$ cat config.mk
export PLATFORM = sky130hd
export DESIGN_NAME = sub_layer_seq
export DESIGN_NICKNAME = d
export VERILOG_FILES = /design/src/rtl/sub_layer_seq.sv
export SDC_FILE = /design/constraint.sdc
export NUM_CORES = 1
export LEC_CHECK = 0
export BUFFER_PORTS_ARGS = -buffer_cell sky130_fd_sc_hd__buf_2
export CAP_MARGIN = 0
export CORE_MARGIN = 3
export CORE_UTILIZATION = 35
export CTS_BUF_LIST = sky130_fd_sc_hd__clkbuf_4 sky130_fd_sc_hd__clkbuf_8 sky130_fd_sc_hd__clkbuf_16
export DETAILED_ROUTE_END_ITERATION = 10
export GPL_TIMING_DRIVEN = 0
export PLACE_DENSITY = 0.61
export RECOVER_POWER = 50
export SETUP_SLACK_MARGIN = 0.3
export SLEW_MARGIN = 20
export SYNTH_ARGS = -nofsm -noshare
export SYNTH_HDL_FRONTEND = slang
export SYNTH_SLANG_ARGS = --single-unit
$ cat constraint.sdc
create_clock -name clk -period 2.7 [get_ports clk]
set_input_delay 0.135 -clock clk [delete_from_list [all_inputs] [get_ports clk]]
set_output_delay 0.135 -clock clk [all_outputs]
set_load 0.01 [all_outputs]
$ cat src/rtl/sub_layer_seq.sv
// sub_layer_seq: nibble-serial 4-bit S-box layer over a 64-bit state.
// Ports: clk, reset_n, clk_en, start, n[1:0], dataa, datab -> result, done.
//
// One nibble of the 64-bit state is substituted per enabled cycle,
// starting at nibble 0. A command takes 17 enabled cycles from the
// start edge to the done pulse: 16 substitution cycles plus 1 finish
// cycle. The state is kept after the command so that READ_HI can
// return its upper word.
//
// Opcodes on n: 0 = SUB (forward S-box), 1 = READ_HI,
// 2 = INV (inverse S-box), 3 = reserved (result 0).
// When clk_en is low every register holds its value.
module sub_layer_seq (
  input  logic        clk,
  input  logic        reset_n,
  input  logic        clk_en,
  input  logic        start,
  input  logic [1:0]  n,
  input  logic [31:0] dataa,
  input  logic [31:0] datab,
  output logic [31:0] result,
  output logic        done
);

  localparam logic [1:0] S_IDLE = 2'd0;
  localparam logic [1:0] S_RUN  = 2'd1;
  localparam logic [1:0] S_FIN  = 2'd2;

  localparam logic [1:0] OP_SUB  = 2'd0;
  localparam logic [1:0] OP_RDHI = 2'd1;
  localparam logic [1:0] OP_INV  = 2'd2;
  localparam logic [1:0] OP_RSVD = 2'd3;

  logic [1:0]  fsm_q, fsm_d;
  logic [3:0]  cnt_q, cnt_d;
  logic [63:0] state_q, state_d;
  logic        inv_q, inv_d;
  logic [31:0] result_q, result_d;
  logic        done_q, done_d;

  logic [63:0] state_sub;

  function automatic logic [3:0] sbox_fwd(
    input logic [3:0] x
  );
    logic [3:0] y;
    unique case (x)
      4'h0: y = 4'hC;
      4'h1: y = 4'h9;
      4'h2: y = 4'hD;
      4'h3: y = 4'h2;
      4'h4: y = 4'h5;
      4'h5: y = 4'hF;
      4'h6: y = 4'h3;
      4'h7: y = 4'h6;
      4'h8: y = 4'h7;
      4'h9: y = 4'hE;
      4'hA: y = 4'h0;
      4'hB: y = 4'h1;
      4'hC: y = 4'hA;
      4'hD: y = 4'h4;
      4'hE: y = 4'hB;
      4'hF: y = 4'h8;
      default: y = 4'h0;
    endcase
    return y;
  endfunction

  function automatic logic [3:0] sbox_inv(
    input logic [3:0] x
  );
    logic [3:0] y;
    unique case (x)
      4'h0: y = 4'hA;
      4'h1: y = 4'hB;
      4'h2: y = 4'h3;
      4'h3: y = 4'h6;
      4'h4: y = 4'hD;
      4'h5: y = 4'h4;
      4'h6: y = 4'h7;
      4'h7: y = 4'h8;
      4'h8: y = 4'hF;
      4'h9: y = 4'h1;
      4'hA: y = 4'hC;
      4'hB: y = 4'hE;
      4'hC: y = 4'h0;
      4'hD: y = 4'h2;
      4'hE: y = 4'h9;
      4'hF: y = 4'h5;
      default: y = 4'h0;
    endcase
    return y;
  endfunction

  // State with only the nibble selected by cnt_q substituted.
  always_comb begin
    state_sub = state_q;
    for (int i = 0; i < 16; i++) begin
      if (cnt_q == 4'(i)) begin
        if (inv_q) begin
          state_sub[4*i +: 4] = sbox_inv(state_q[4*i +: 4]);
        end else begin
          state_sub[4*i +: 4] = sbox_fwd(state_q[4*i +: 4]);
        end
      end
    end
  end

  always_comb begin
    fsm_d    = fsm_q;
    cnt_d    = cnt_q;
    state_d  = state_q;
    inv_d    = inv_q;
    result_d = result_q;
    done_d   = 1'b0;
    unique case (fsm_q)
      S_IDLE: begin
        if (start) begin
          unique case (n)
            OP_SUB, OP_INV: begin
              state_d = {datab, dataa};
              inv_d   = (n == OP_INV);
              cnt_d   = 4'd0;
              fsm_d   = S_RUN;
            end
            OP_RDHI: begin
              result_d = state_q[63:32];
              done_d   = 1'b1;
            end
            OP_RSVD: begin
              result_d = 32'd0;
              done_d   = 1'b1;
            end
            default: begin
              done_d = 1'b0;
            end
          endcase
        end
      end
      S_RUN: begin
        state_d = state_sub;
        // Wraps 15 -> 0; harmless since FIN ignores it.
        cnt_d   = cnt_q + 4'd1;
        if (cnt_q == 4'd15) begin
          fsm_d = S_FIN;
        end
      end
      S_FIN: begin
        result_d = state_q[31:0];
        done_d   = 1'b1;
        fsm_d    = S_IDLE;
      end
      default: begin
        fsm_d = S_IDLE;
      end
    endcase
  end

  always_ff @(posedge clk or negedge reset_n) begin
    if (!reset_n) begin
      fsm_q    <= S_IDLE;
      cnt_q    <= 4'd0;
      state_q  <= 64'd0;
      inv_q    <= 1'b0;
      result_q <= 32'd0;
      done_q   <= 1'b0;
    end else if (clk_en) begin
      fsm_q    <= fsm_d;
      cnt_q    <= cnt_d;
      state_q  <= state_d;
      inv_q    <= inv_d;
      result_q <= result_d;
      done_q   <= done_d;
    end
  end

  assign result = result_q;
  assign done   = done_q;

endmodule

==> impl_metrics.toml <==
[place]
gp_congestion = 0.920
numPortBuffers = 101
dpl.hpwl_um = 27900

[grt]
grt_pass1_vias = 10200
grt_overflow = 0
grt_pass1_wl_um = 59100
grt_usage_pct = 22.0
grt_max_degree = 62
antenna_found_initial = 0

[floorplanning]
rows = 65
initial_core_util_pct = 35.7
die_area_um2 = 34600
die_y_um = 186
core_area_um2 = 31800
ios = 103
dieWidth_um = 186

[sta]
finClkSkew_ns = 0.0106
tightestPinTransition_ns = 1.31
fmax_ghz = 0.441
setup_violations = 0
min_period_over_period_pct = 83.9
rsz0062_at_grt = "no"
timing.final.crit_period_ns = 2.27
slew_viol_final = 0
hold_viol = 1
maxSlewHeadroom_pct = 12.6
timing.setup.tns_ns = 0
whs_ns = -0.00149

[power_and_ir_drop]
p_sw_share_pct = 52.9
netSwitchingPower_uw = 8880
ir_drop_v = 0.000535
p_int_uw = 7900
power.clock.fraction_pct = 8.7
comb_power_share_pct = 71.7
p_leak_uw = 0.00559
power_frac_seq_pct = 19.6
power.density_nw_per_um2 = 1310

[cells_and_area]
nNetsFinal = 1681
drive_gt1_share_pct = 14.6
fillerInstances = 3247
area_growth_pct = 12.5

[flow_run]
drv_cap = 0

[synth]
async_reset_ff_share_pct = 100
syn_inst = 1330
synthTopCellsByArea = "dfrtp_1, ha_1, mux4_2"
synth.ff_latch_count = 104
synth_top_area_share_pct = 22.9
synth_cell_type_count = 73
ys.flop_type = "dfrtp_1"
netlist_area_um2 = 11400
yosysWarningCount = 0
avgSynthCellArea_um2 = 8.54
synth-edff-count = 0
yosysSeqAreaShare_pct = 22.9
yosysTopAreaCell = "dfrtp_1"
syn_nets = 1564

[routing]
vias = 10800
wl_met2_um = 17800
routed_via_density = 5.71
drtIter0Drc = 957
wl_met3_um = 2550
drc = 0
top_layer_used = "met4"
post_drt_wl_per_cell_um = 20.4
routed_wl_um = 38600
drt_pass1_iterations = 6
wl_met1_um = 17400
ant_nets = 0

[clock_tree]
cts_buffers = 9
cts.path.max_buffers = 2
cts_root_buffer = "clkbuf_16"
clk_pin_slew_worst_paths_ns = 0.08
worst_skew_pair.late_latency_ns = 0.37
clock-sinks = 104
cts_tree = "built"
htree_levels = 3

[worst_hold_path]
hold_class = "primary input to flip-flop"
worstHoldEndpoint = "state_q[20]$_DFFE_PN0P_"
min_from = "dataa[20]"
whs_path_depth = 3

[worst_setup_path]
cp-end-kind = "flip-flop"
crit_fanout = 10
arrival_ns = 2.54
crit_type = "flip-flop to flip-flop"
reg2reg_slack_ns = 0.43
r2r-end = "state_q[53]$_DFFE_PN0P_"
start_kind = "flip-flop"
required_ns = 2.97
worstReg2RegStart = "fsm_q[1]$_DFFE_PN0P_"
cp-startpoint = "fsm_q[1]$_DFFE_PN0P_"
r2r_cells = 7

[status]
status = "complete, but fails checks"
violations = "hold timing"
==> per-stage QoR <==
stage | instance area [um2] | util, % | std cells | worst slack (ns) | total power, uW
after floorplan | 11400 | - | 1330 | 0.648 | 11700
after detailed placement | 12400 | 39.1 | 1867 | 0.194 | 15100
after global placement | 12400 | 39.0 | 1866 | -0.0425 | 14900
after global routing | 12800 | 40.2 | 1886 | 0.305 | 18200
final | 12800 | 40.2 | 1887 | 0.435 | 16800
after CTS | 12800 | 40.2 | 1884 | 0.301 | 16600
==> critical path, cell delays in order (launching register included) <==
cell and delay [ns]:
dfrtp_1 0.37, buf_2 0.17, nor2b_2 0.28, buf_2 0.31
buf_2 0.36, clkbuf_4 0.37, nor2_1 0.12, o31ai_1 0.19
==> worst max-delay path by stage <==
| stage | slack, ns | to |
|---|---|---|
| final | 0.43 | state_q[53]$_DFFE_PN0P_ |
| after global routing | 0.30 | state_q[62]$_DFFE_PN0P_ |
| after CTS | 0.30 | state_q[45]$_DFFE_PN0P_ |
| after detailed placement | 0.19 | state_q[52]$_DFFE_PN0P_ |
| after global placement | -0.04 | state_q[17]$_DFFE_PN0P_ |
| after floorplan | 0.65 | state_q[20]$_DFFE_PN0P_ |
==> cell usage after synthesis (5+ instances only) <==
cell and instances:
nor3_1 26, a211oi_1 9, buf_1 12, o21ai_0 98
a22oi_1 36, nand4_1 5, o22ai_1 10, mux2_2 5
nor2b_1 22, o21bai_1 7, buf_6 6, a21oi_1 134
mux2i_1 54, buf_2 33, o21a_1 5, o31ai_1 16
nor3b_1 5, a21o_1 8, o211ai_1 30, nand3_1 17
a211o_1 9, nand2b_1 9, nand2_1 113, a2111oi_0 9
mux4_2 41, o311ai_0 7, inv_1 71, nand3b_1 9
a31oi_1 10, dfrtp_1 104, nor2_1 102, ha_1 164
o311a_1 6, a21boi_0 9, clkbuf_1 63
==> registers in the layout, indices dropped and copies added (netlist names) <==
name,count
fsm_q,2
done,1
state_q,64
inv_q,1
result,32
cnt_q,4
==> power by group through the flow <==
stage | clock network [uW] | registers (uW) | logic, uW
3_3_place_gp | 0 | 3260 | 11700
3_5_place_dp | 0 | 3280 | 11800
6_report | 1460 | 3290 | 12000
4_1_cts | 1490 | 3270 | 11900
2_1_floorplan | 0 | 3140 | 8520
5_1_grt | 1530 | 3420 | 13300
==> logic make-up (layout without fill, tap and decap cells) <==
kind of cell,Yosys count,count (layout),share of synthesized area [%]
and+or+nand+nor,329,329,13.5
xor gates and xnor gates,1,1,0.0771
DFF,104,104,22.9
buffers and inverters,192,313,7.25
other,0,1,0
AOI/OAI and AO/OA,440,440,24.8
muxes,100,100,13.4
adders and majority gates,164,164,18.1
==> placed cells by master (no fill, tap or decap), drive strengths merged, types with 6 or more instances in the layout <==
cell type  netlist  routed
o311a            6       6
o311ai           7       7
nand2b          11      11
nand2          113     113
a21boi          10      10
nor3b            7       7
ha             164     164
a21oi          134     134
o21ai          100     100
buf             55     119
nand3           17      17
mux2i           54      54
nor2b           23      23
a22oi           36      36
nand3b           9       9
a31oi           10      10
mux4            41      41
nor3            26      26
a2111oi          9       9
o211ai          30      30
o31ai           16      16
o21bai           7       7
nor2           102     102
a211o            9       9
a21o             8       8
dfrtp          104     104
o22ai           10      10
inv             72      72
a211oi           9       9
clkbuf          64     115
==> layer usage <==
layer	vias to the layer above	GRT usage, %
li1	5075	-
met1	5249	30.8
met2	392	35.7
met3	60	2.87
met4	0	6.23
met5	-	0
==> layout make-up <==
| cell class | instances | area [um2] | area share (%) |
|---|---|---|---|
| clock inverter | 4 | 52.6 | 0.411 |
| sequential | 104 | 2600 | 20.4 |
| antenna | 1 | 2.50 | 0.0196 |
| multi-input combinational | 1034 | 7930 | 62.1 |
| buffer | 119 | 588 | 4.60 |
| timing repair buffer | 106 | 528 | 4.13 |
| inverter | 73 | 278 | 2.17 |
| clock buffer | 11 | 253 | 1.98 |
| tap | 435 | 544 | 4.26 |
==> what timing repair did <==
action / 4_1_cts / 5_1_grt
hold buffers: 2 / 0
endpoints found under the hold margin: 44 / 0
gates resized for setup: 3 / 47
cloned: 0 / 0
setup endpoints to repair: 4 / 65
setup buffers: 0 / 2
Power figures use the tool's default switching activity.
